**config.mk**
```make
export PLATFORM = sky130hd
export DESIGN_NAME = hwpe_stream_addressgen_3d_lite
export DESIGN_NICKNAME = d
export VERILOG_FILES = /design/src/rtl/hwpe_stream_addressgen_3d_lite.sv
export SDC_FILE = /design/constraint.sdc
export NUM_CORES = 1
export LEC_CHECK = 0
export BUFFER_PORTS_ARGS = -buffer_cell sky130_fd_sc_hd__buf_4
export CAP_MARGIN = 20
export CORE_MARGIN = 2
export CORE_UTILIZATION = 30
export DETAILED_ROUTE_END_ITERATION = 6
export HOLD_SLACK_MARGIN = 0.1
export PLACE_DENSITY = 0.59
export SYNTH_ARGS = -nofsm -noshare
export SYNTH_HDL_FRONTEND = slang
export SYNTH_SLANG_ARGS = --single-unit
```
**constraint.sdc**
```tcl
create_clock -name clk_i -period 11.8 [get_ports clk_i]
set_input_delay 1.77 -clock clk_i [delete_from_list [all_inputs] [get_ports clk_i]]
set_output_delay 1.77 -clock clk_i [all_outputs]
set_load 0.05 [all_outputs]
```
**src/rtl/hwpe_stream_addressgen_3d_lite.sv**
```systemverilog
// Streaming address generator for 1D/2D/3D strided jobs.
// Emits one address per ready/valid handshake, then pulses done_o for one cycle.
module hwpe_stream_addressgen_3d_lite #(
    parameter int AW = 32,
    parameter int CW = 32
) (
    input  logic          clk_i,
    input  logic          rst_i,
    input  logic          clear_i,
    input  logic          start_i,
    input  logic [AW-1:0] base_addr_i,
    input  logic [CW-1:0] tot_len_i,
    input  logic [CW-1:0] d0_len_i,
    input  logic [CW-1:0] d0_stride_i,
    input  logic [CW-1:0] d1_len_i,
    input  logic [CW-1:0] d1_stride_i,
    input  logic [CW-1:0] d2_stride_i,
    input  logic [1:0]    dim_enable_1h_i,
    output logic [AW-1:0] addr_o,
    output logic          addr_valid_o,
    input  logic          addr_ready_i,
    output logic          busy_o,
    output logic          done_o
);

    localparam logic [1:0] IDLE = 2'd0;
    localparam logic [1:0] RUN  = 2'd1;
    localparam logic [1:0] DONE = 2'd2;

    logic [1:0]    state;
    logic [1:0]    dim;
    logic [CW-1:0] tot_len, d0_len, d1_len;
    logic [AW-1:0] s0, s1, s2;
    logic [CW-1:0] w, d0_idx, d1_idx;
    logic [AW-1:0] line_ptr, block_ptr, addr;
    logic          valid;

    logic          is_2d, is_3d, d0_wrap, d1_wrap, hs;
    logic [AW-1:0] line_nxt, block_nxt;

    assign is_2d     = (dim == 2'b01);
    assign is_3d     = (dim == 2'b11);
    assign d0_wrap   = (is_2d || is_3d) && (d0_idx == d0_len - CW'(1));
    assign d1_wrap   = is_3d && (d1_idx == d1_len - CW'(1));
    assign hs        = valid && addr_ready_i;
    assign line_nxt  = line_ptr + s1;
    assign block_nxt = block_ptr + s2;

    assign addr_o       = addr;
    assign addr_valid_o = valid;
    assign busy_o       = (state == RUN);
    assign done_o       = (state == DONE);

    always_ff @(posedge clk_i or posedge rst_i) begin
        if (rst_i) begin
            state     <= IDLE;
            dim       <= '0;
            tot_len   <= '0;
            d0_len    <= '0;
            d1_len    <= '0;
            s0        <= '0;
            s1        <= '0;
            s2        <= '0;
            w         <= '0;
            d0_idx    <= '0;
            d1_idx    <= '0;
            line_ptr  <= '0;
            block_ptr <= '0;
            addr      <= '0;
            valid     <= 1'b0;
        end else if (clear_i) begin
            state     <= IDLE;
            dim       <= '0;
            tot_len   <= '0;
            d0_len    <= '0;
            d1_len    <= '0;
            s0        <= '0;
            s1        <= '0;
            s2        <= '0;
            w         <= '0;
            d0_idx    <= '0;
            d1_idx    <= '0;
            line_ptr  <= '0;
            block_ptr <= '0;
            addr      <= '0;
            valid     <= 1'b0;
        end else begin
            case (state)
                IDLE: if (start_i) begin
                    dim       <= dim_enable_1h_i;
                    tot_len   <= tot_len_i;
                    // zero-length dimensions behave as length one
                    d0_len    <= (d0_len_i == '0) ? CW'(1) : d0_len_i;
                    d1_len    <= (d1_len_i == '0) ? CW'(1) : d1_len_i;
                    s0        <= AW'($signed(d0_stride_i));
                    s1        <= AW'($signed(d1_stride_i));
                    s2        <= AW'($signed(d2_stride_i));
                    w         <= '0;
                    d0_idx    <= '0;
                    d1_idx    <= '0;
                    line_ptr  <= base_addr_i;
                    block_ptr <= base_addr_i;
                    addr      <= base_addr_i;
                    if (tot_len_i == '0) begin
                        state <= DONE;
                    end else begin
                        state <= RUN;
                        valid <= 1'b1;
                    end
                end
                RUN: if (hs) begin
                    w <= w + CW'(1);
                    if (w + CW'(1) == tot_len) begin
                        state <= DONE;
                        valid <= 1'b0;
                    end
                    if (!d0_wrap) begin
                        d0_idx <= d0_idx + CW'(1);
                        addr   <= addr + s0;
                    end else if (!d1_wrap) begin
                        d0_idx   <= '0;
                        d1_idx   <= d1_idx + CW'(1);
                        line_ptr <= line_nxt;
                        addr     <= line_nxt;
                    end else begin
                        d0_idx    <= '0;
                        d1_idx    <= '0;
                        block_ptr <= block_nxt;
                        line_ptr  <= block_nxt;
                        addr      <= block_nxt;
                    end
                end
                DONE: state <= IDLE;
                default: state <= IDLE;
            endcase
        end
    end

endmodule

```
==> metrics.txt, run 1 <==
CP Max Fanout 21; die height between 200 and 300 um; reg2reg end addr_o[16]; Leak Pwr approximately 13 nW; fin. max-slew vios 0; clk slew on worst S/H paths 0.06 ns; critical path class flop to flop; Util after Layout between 30% and 40%; drt initial violations about 1,800; drt total wl just under 90 mm; largest net degree at the start of global routing 76; postcts setup bufs 0; post-synthesis mux area share ~2%; Post-synth ARST share 100%; Total Nets Final between 3,000 and 4,000; outcome finished, final reports clean; Max H-tree Level 2; reg2reg start d0_len[0]; Mapped Area around 25,000 um^2; Tmin final approximately 5.2 ns; number of global-route vias before repair around 21,000; skew final about 0.040 ns; Max Root-Sink Buffers 3; WL per Instance roughly 22 um; CP max-delay cell nor4_1; R2R depth 11; period utilization between 40% and 50%; crit end category flop; worst setup path endpoint addr_o[16]; Compound-Gate Fraction of Synth Area ~25%; antenna violation net count after detailed routing 0; final hold viol count 0; Synth area leaders dfrtp_1 39%, a22o_1 7.4%, xnor2_1 5.5%, ha_1 4.9%, xor2_1 3.6%; Yosys cell types 91; total track usage about 20%; Hold WS between 0.4 and 0.5 ns; fillers around 8,400; final std cells w/o fill around 4,000; Placed Cells between 3,000 and 4,000; Hold Buf Count CTS 0; Synth area leader dfrtp_1; vias between 20,000 and 25,000; overall power between 4 and 5 mW; Post-Synth Adder-Cell Area between 5 and 6%; Seq cells post-synth ~400; Sink Count a little under 400; RSZ-0062 raised after global routing no; Post-Synth XOR/XNOR Area under 10%; Synth Instances around 2,700; CTS buffer count 49; PwrDens around 140 nW/um^2; global-route wire length before repair 132 mm; post-detail-place hpwl 64.7 mm; post-synthesis simple-gate area fraction 16.3%; top_reg_cell synth dfrtp_1; DRC viols 0; syn_nets ~3,000; Slew HR a little under a quarter; Worst-Margin Slew roughly 1.1 ns; Die W 293 um; Total Die Area between 80,000 and 90,000 um^2; Worst Path Required roughly 12 ns; initial antenna violation count 3; gpl congestion between 0.9 and 1; most frequent CP cell nor4_1; Syn Area/Cell approximately 9.4 um^2; num ports between 200 and 300; worst min-delay path class flop to flop; core area 83,200 um^2; initial core utilization between 30 and 40%; Root Driver clkbuf_16; Rows ~110; total negative slack 0 ns; maximum capacitance violations 0; worst skew pair latency approximately 0.63 ns; number of synthesized flops with an enable pin 0; main combinational cell family by area after synthesis compound AO/OA/AOI/OAI gates; Critical Path AT 5.78 ns; share of the synthesized area in the top cell type between 30% and 40%; final setup vio count 0; drt pass-1 iters 5; CTS tree yes; maximum clock rate about 0.19 GHz; CTS resizes 0; Syn. warnings 0; start point of the critical path d0_len[0]; routed vias/inst approximately 5.6; Congestion Overflow GR 0; CP max stage delay ~0.9 ns; share of cells above drive strength 1 between 10% and 20%; area delta synth->final 18.7%; Max IR drop VDD approximately 0.12 mV; CP Cell Sequence inv_1 > ha_1 > or4b_2 > nor4_1 > nor2b_1 > o41ai_1 > o22ai_1 > nor4_1 > nand2_1 > mux2_2 > o21ai_0; register-to-register setup slack 6.56 ns; Port Buffers around 270; Seq/Total Area, Yosys between 30% and 40%; CP startpoint kind flop
[where the power goes]
group	internal, mW	total [mW]	leakage [nW]	switching [mW]
Sequential	1.42	1.53	5.26	0.107
Combinational	0.342	0.879	7.35	0.537
Clock	1.00	1.66	0.858	0.656
[Yosys cell counts (21+ instances only)]
cell and instances:
a211oi_1 21, a21o_1 57, a21oi_1 123, a22o_1 213
a31oi_1 24, a32o_1 23, and3_1 41, buf_2 23
clkbuf_1 123, dfrtp_1 389, ha_1 98, inv_1 52
mux2i_1 39, nand2_1 201, nand3_1 75, nand4_1 52
nor2_1 179, nor3_1 48, nor4_1 52, o211ai_1 26
o21a_1 28, o21ai_0 152, o31ai_1 29, xnor2_1 158
xor2_1 103
[logic make-up (layout without fill, tap and decap cells)]
family	count (synthesis)	in the layout
xor+xnor	261	261
other cells	0	3
fa+ha+maj	101	101
buf+inv	217	432
flops	389	389
compound gates	857	857
mux	49	49
simple gates	797	797
[worst min-delay path by stage]
stage | startpoint | endpoint | slack, ns | cells past startpoint
final | line_ptr[26] | line_ptr[26] | 0.49 | 1
after global routing | line_ptr[16] | line_ptr[16] | 0.50 | 1
after CTS | line_ptr[13] | line_ptr[13] | 0.48 | 2
after detailed placement | line_ptr[13] | line_ptr[13] | 0.47 | 2
after global placement | line_ptr[13] | line_ptr[13] | 0.46 | 2
after floorplan | line_ptr[13] | line_ptr[13] | 0.44 | 2
[placed cells by master (no fill, tap or decap), types with 10 or more instances in the layout]
master	instances
nand2b_1	12
buf_4	286
o21bai_1	17
clkbuf_16	49
nand2_1	200
xnor2_1	158
nand4_1	52
o21ai_0	152
a31oi_1	24
mux2_2	10
o21a_1	28
xor2_1	103
dfrtp_1	389
o211ai_1	26
a21oi_1	123
a21o_1	57
o2bb2ai_1	20
nand3_1	75
nor2b_1	14
and2_1	14
a211oi_1	21
o41ai_1	10
ha_1	98
nor4_1	52
inv_1	50
and3_1	41
or4_1	19
clkinv_2	12
a22o_1	213
or3_1	15
nor3_1	47
o31ai_1	29
mux2i_1	39
nor2_1	178
a32o_1	23
[state kept, by name (all words and copies together) (netlist names)]
signal / cells
s2: 32
state: 2
d0_len: 32
w: 32
d1_idx: 32
addr_valid_o: 1
d0_idx: 32
tot_len: 32
addr_o: 32
s0: 32
dim: 2
s1: 32
d1_len: 32
block_ptr: 32
line_ptr: 32
[critical path: cells and delay by family, from the launching register on]
kind	cells	cell delay, ns
buffers and inverters	1	0.07
AOI/OAI and AO/OA	3	0.74
adders and majority gates	1	0.25
DFF	1	0.41
and+or+nand+nor	5	3.12
muxes	1	0.54
[cell type report]
type,count,area [um^2],share of cell area (%)
Tap cell,1080,1350,4.54
Clock inverter,33,439,1.48
Inverter,52,199,0.668
Multi-Input combinational cell,2065,14500,48.8
Antenna cell,3,7.51,0.0252
Timing Repair Buffer,288,2180,7.32
Clock buffer,59,1320,4.45
Sequential cell,389,9730,32.7
[routing by layer]
metal  vias to the layer above  share of wire, %  global-route usage (%)
li1                      10400                 -                       -
met1                     10800                45                    27.6
met2                       702                45                    30.9
met3                       145               7.1                    3.56
met4                         2               3.4                    7.20
met5                         -             0.012                       0
[stage by stage]
step,area (um^2),setup slack [ns]
floorplan,25100,4.80
global placement,28000,6.83
detailed placement,28000,6.71
CTS,29700,6.71
global route,29800,6.27
finish,29800,6.56
Power figures use the tool's default switching activity.
==> run 2, diff against run 1 <==
Settings changed: PLACE_DENSITY 0.59 to 0.57.
Clock period 11.8 ns to 5.2 ns, I/O delays scaled along.
==> run 2 against run 1 <==
Against the previous run: die area stayed put; combinational power is 130% higher; critical path type unchanged; clock skew is 0.021 ns lower; first-iteration DRC count is 3.8% higher; final area is 0.21% higher; via count hardly changed.
==> metrics.txt, run 2 (synthesized netlist as in run 1, its figures left out) <==
commonest non-fill, non-tap cell in the layout dfrtp_1; Hold Buf Count CTS 0 (unchanged); maximum clock rate 0.215 GHz (+12%); WL per Instance 22.0 um (+0.82%); routed vias/inst 5.55 (-0.45%); Port Buffers 265 (unchanged); largest net degree at the start of global routing 132 (+74%); fin. max-slew vios 0 (unchanged); CP Max Fanout 33 (+57%); Setup WS pre-CTS 0.625 ns (-6.09 ns); CTS buffer count 50 (+2.0%); share of cells above drive strength 1 15.4% (+0.093 points); postcts setup bufs 0 (unchanged); final setup vio count 0 (unchanged); worst min-delay path class input pin to async pin; register-to-register setup slack 0.54 ns (-6.02 ns); CTS resizes 0 (unchanged); Storage cell area 9730 um^2 (unchanged); Critical Path AT 5.14 ns (-0.64 ns); skew final 0.0189 ns (-0.0210 ns); Multi-input gate area 14,500 um^2 (about the same); core area 83,200 um^2 (unchanged); clk slew on worst S/H paths 0.07 ns (about the same); gpl congestion 0.912 (-2.7%); Total Die Area 85,900 um^2 (unchanged); overall power 9.03 mW (+120%); critical path class flop to flop; fillers 8,363 (-0.52%); final hold viol count 0 (unchanged); Worst-Margin Slew 1.17 ns (+0.0335 ns); reg2reg end block_ptr[9]; Leak Pwr 13.5 nW (+0.33%); Worst Path Required 5.68 ns (-6.66 ns); drt total wl 87.6 mm (+1.2%); CTS tree yes; num ports 266 (unchanged); Util after Layout 35.9% (+0.075 points); most frequent cells in the layout 389 x dfrtp_1, 297 x buf_4, 213 x a22o_1; post-detail-place hpwl 64.8 mm (+0.23%); Die W 293 um (unchanged); vias 22,100 (-0.045%); RSZ-0062 raised after global routing no; number of global-route vias before repair 21,500 (+0.88%); worst skew pair latency 0.60 ns (-0.03 ns); Tmin final 4.66 ns (-0.580 ns); initial antenna violation count 8 (+5); crit end category flop; PwrDens 303 nW/um^2 (+120%); Rows 106 (unchanged); initial core utilization 30.2% (unchanged); area delta synth->final 18.9%; maximum capacitance violations 0 (unchanged); CP startpoint kind flop; drt pass-1 iters 6 (+1); Max H-tree Level 2 (unchanged); period utilization 89.7% (+45 points); die height 293 um (unchanged); Root Driver clkbuf_16; Total Nets Final 3,192 (+0.47%); outcome finished, final reports clean; Max IR drop VDD 0.215 mV (+79%); global-route wire length before repair 133 mm (+0.75%); DRC viols 0 (unchanged); Congestion Overflow GR 0 (unchanged); reg2reg start d0_len[10]; Hold WS 0.224 ns (-0.263 ns); final worst slack 0.538 ns (-6.02 ns); R2R depth 10 (-1); antenna violation net count after detailed routing 0 (unchanged); total track usage 20.1% (+0.16 points); drt initial violations 1,841 (+3.8%); Slew HR 21.0% (-2.3 points); Sink Count 389 (unchanged); Max Root-Sink Buffers 3 (unchanged)
-- run 2: cell count changes in the layout (fill, tap and decap cells not counted), sizes merged --
cell	change
buf	+15
bufinv	-6
clkbuf	+17
clkinv	-6
clkinvlp	-5
diode	+1
-- run 2: metrics by stage --
step / cells / setup TNS (ns) / area [um^2]
floorplan: 2671 / -315.83 / 25100
finish: 3985 / 0 / 29800
global route: 3982 / 0 / 29800
CTS: 3980 / 0 / 29800
global placement: 3887 / 0 / 28100
detailed placement: 3887 / 0 / 28100
-- run 2: worst max path at each step --
stage | from | end
4_1_cts | d0_len[10] | addr_o[28]
3_5_place_dp | d0_len[10] | d1_idx[30]
5_1_grt | d0_len[5] | block_ptr[0]
3_3_place_gp | d0_len[10] | d1_idx[30]
2_1_floorplan | rst_i | addr_o[0]
6_report | d0_len[10] | block_ptr[9]
-- run 2: worst max-delay path: stages, from the launching register on --
cell	delay [ns]
dfrtp_1	0.45
or4_1	0.64
nor4_2	0.57
nand3_1	0.17
xnor2_1	0.17
or4_1	0.54
nor4_2	0.51
nand4b_4	0.38
o21ai_2	0.26
nand2_2	0.44
a22o_1	0.41
-- run 2: cell type report --
cell class,count,share of cell area [%]
Antenna cell,4,0.0336
Timing Repair Buffer,302,7.84
Tap cell,1080,4.53
Multi-Input combinational cell,2065,48.7
Inverter,52,0.667
Clock inverter,16,0.592
Clock buffer,77,4.98
Sequential cell,389,32.6
-- run 2: routing by layer --
layer | global-route usage, % | vias up | wire, um
met2 | 31.9 | 678 | 39900
met1 | 27.0 | 10800 | 38500
met5 | 0 | - | 51
met4 | 6.47 | 8 | 2650
li1 | - | 10500 | -
met3 | 4.53 | 141 | 6460
-- run 2: report_power, final --
part           switching, mW  internal [mW]  leakage [nW]
Clock                   1.44           2.11         0.817
Sequential             0.241           3.22          5.26
Combinational           1.23          0.790          7.43
Total                   2.91           6.12          13.5
==> run 3, diff against run 2 <==
--- a/config.mk
+++ b/config.mk
@@ -14,2 +14,3 @@
 export PLACE_DENSITY = 0.57
+export SLEW_MARGIN = 20
 export SYNTH_ARGS = -nofsm -noshare
==> constraint.sdc (replaced) <==
create_clock -name clk_i -period 5.2 [get_ports clk_i]
set_input_delay 1.04 -clock clk_i [delete_from_list [all_inputs] [get_ports clk_i]]
set_output_delay 1.04 -clock clk_i [all_outputs]
set_load 0.05 [all_outputs]
==> run 3 against run 2 <==
Against the previous run: critical path type unchanged; clock-buffer cell count decreased by 4; non-clock buffer count increased by 1; largest cell class unchanged; final cell count decreased by 0.13%.
==> metrics.txt, run 3 (synthesized netlist as in run 1, its figures left out) <==
initial antenna violation count 7 (-1); Critical Path AT 5.08 ns (-0.06 ns); Max IR drop VDD 0.248 mV (+15%); overall power 8.98 mW (-0.57%); routed vias/inst 5.59 (+0.82%); final hold viol count 0 (unchanged); initial core utilization 30.2% (unchanged); commonest non-fill, non-tap cell in the layout dfrtp_1; Worst Path Required 5.69 ns (about the same); CP startpoint kind flop; Worst-Margin Slew 1.09 ns (-0.0814 ns); Placed Cells 3,889 (+0.051%); post-detail-place hpwl 64.9 mm (+0.19%); DRC viols 0 (unchanged); Final Cell Area 29,800 um^2 (-0.11%); drt pass-1 iters 5 (-1); num ports 266 (unchanged); vias 22,300 (+0.70%); Hold Buf Count CTS 0 (unchanged); total track usage 19.9% (-0.20 points); Congestion Overflow GR 0 (unchanged); maximum clock rate 0.218 GHz (+1.4%); final std cells w/o fill 3,980 (-0.13%); worst min-delay path class flop to flop; Max Root-Sink Buffers 3 (unchanged); Setup WS pre-CTS 0.673 ns (+0.0483 ns); critical path class flop to flop; CP max-delay cell or4_1; global-route wire length before repair 132 mm (-0.57%); CTS tree yes; Root Driver clkbuf_16; Tmin final 4.60 ns (-0.0664 ns); R2R depth 13 (+3); Leak Pwr 13.5 nW (about the same); PwrDens 301 nW/um^2 (-0.46%); CTS resizes 0 (unchanged); number of global-route vias before repair 21,200 (-1.2%); CP Cell Sequence inv_1 > ha_1 > or4b_1 > nor3_2 > nand4_1 > or4_1 > o21a_1 > nand2b_1 > a2111o_1 > buf_4 > o21ai_2 > nand2_2 > a22o_1; maximum capacitance violations 0 (unchanged); crit end category flop; gpl congestion 0.931 (+2.2%); period utilization 88.4% (-1.3 points); worst skew pair latency 0.62 ns (+0.02 ns); WL per Instance 22.0 um (+0.12%); Total Nets Final 3,192 (unchanged); core area 83,200 um^2 (unchanged); fin. max-slew vios 0 (unchanged); Util after Layout 35.8% (-0.041 points); Die W 293 um (unchanged); CP Max Fanout 33 (unchanged); antenna violation net count after detailed routing 0 (unchanged); met2 Use GR 31.7% (-0.17 points); die height 293 um (unchanged); drt initial violations 1,855 (+0.76%); drt total wl 87.6 mm (about the same); area delta synth->final 18.8%; GRT met1 Usage 27.8% (+0.84 points); final setup vio count 0 (unchanged); Total Die Area 85,900 um^2 (unchanged); Max H-tree Level 2 (unchanged); share of cells above drive strength 1 15.5% (+0.045 points); largest net degree at the start of global routing 122 (-7.6%); Port Buffers 265 (unchanged); CTS buffer count 49 (-2.0%); busiest grt layer met2; most frequent cells in the layout 389 x dfrtp_1, 298 x buf_4, 213 x a22o_1; GR Util met3 3.16% (-1.4 points); postcts setup bufs 0 (unchanged); outcome finished, final reports clean; RSZ-0062 raised after global routing no; DP Area 28,200 um^2 (about the same); clk slew on worst S/H paths 0.06 ns (about the same); final worst slack 0.604 ns (+0.0664 ns); Hold Crit Depth 2; Slew HR 26.4% (+5.5 points); CP max stage delay 0.53 ns (-0.11 ns); skew final 0.0217 ns (+0.00276 ns); Sink Count 389 (unchanged); Rows 106 (unchanged)
run 3: changes by cell type in the layout (fill, tap and decap cells not counted):
cell        before  now
inv_8            0    1
inv_6            4    1
clkinv_4         1    0
clkinv_2         7    8
buf_16           1    0
diode_2          4    1
clkinvlp_4       2    3
clkinv_8         0    2
clkbuf_16       51   49
clkbuf_8        11   12
clkbuf_1        15   12
buf_12           4    5
buf_4          297  298
run 3: final timing paths:
kind                       slack (ns)          from             to
min                              0.48  line_ptr[27]   line_ptr[27]
max in group asynchronous        3.43         rst_i          s0[7]
max reg2reg                      0.60     d1_len[0]  block_ptr[24]
max                              0.60     d1_len[0]  block_ptr[24]
min in group asynchronous        0.58         rst_i     tot_len[2]
min reg2reg                      0.48  line_ptr[27]   line_ptr[27]
run 3: per-stage QoR:
step,hold WS (ns),TNS [ns]
after floorplan,0.443,-416.97
after global placement,0.467,0
after detailed placement,0.475,0
after CTS,0.488,0
after global routing,0.505,0
final,0.484,0
run 3: report_power, final:
group / switching [mW] / leakage [nW] / total [mW] / internal, mW
Clock: 1.44 / 0.803 / 3.51 / 2.06
Sequential: 0.242 / 5.26 / 3.46 / 3.22
Combinational: 1.22 / 7.44 / 2.01 / 0.790
Total: 2.91 / 13.5 / 8.98 / 6.07
run 3: layout make-up:
class | count | area, um^2
clock buffers | 73 | 1440
flip-flops and latches | 389 | 9730
inverters | 52 | 199
clock inverters | 17 | 198
repair buffers | 303 | 2340
diodes | 1 | 2.50
multi-input cells | 2065 | 14500
fillers | 8385 | 53400
well taps | 1080 | 1350
run 3: worst max-delay path, delay by kind of cell, from the launching register on:
kind            cells  cell delay, ns
compound gates      4            1.20
fa+ha+maj           1            0.20
buf+inv             2            0.38
simple gates        6            2.21
flops               1            0.44
run 3: layer usage:
metal,vias to the layer above,share of wire [%]
met2,673,46
met4,12,2.3
met5,-,0.080
li1,10400,-
met1,11000,46
met3,117,5.8
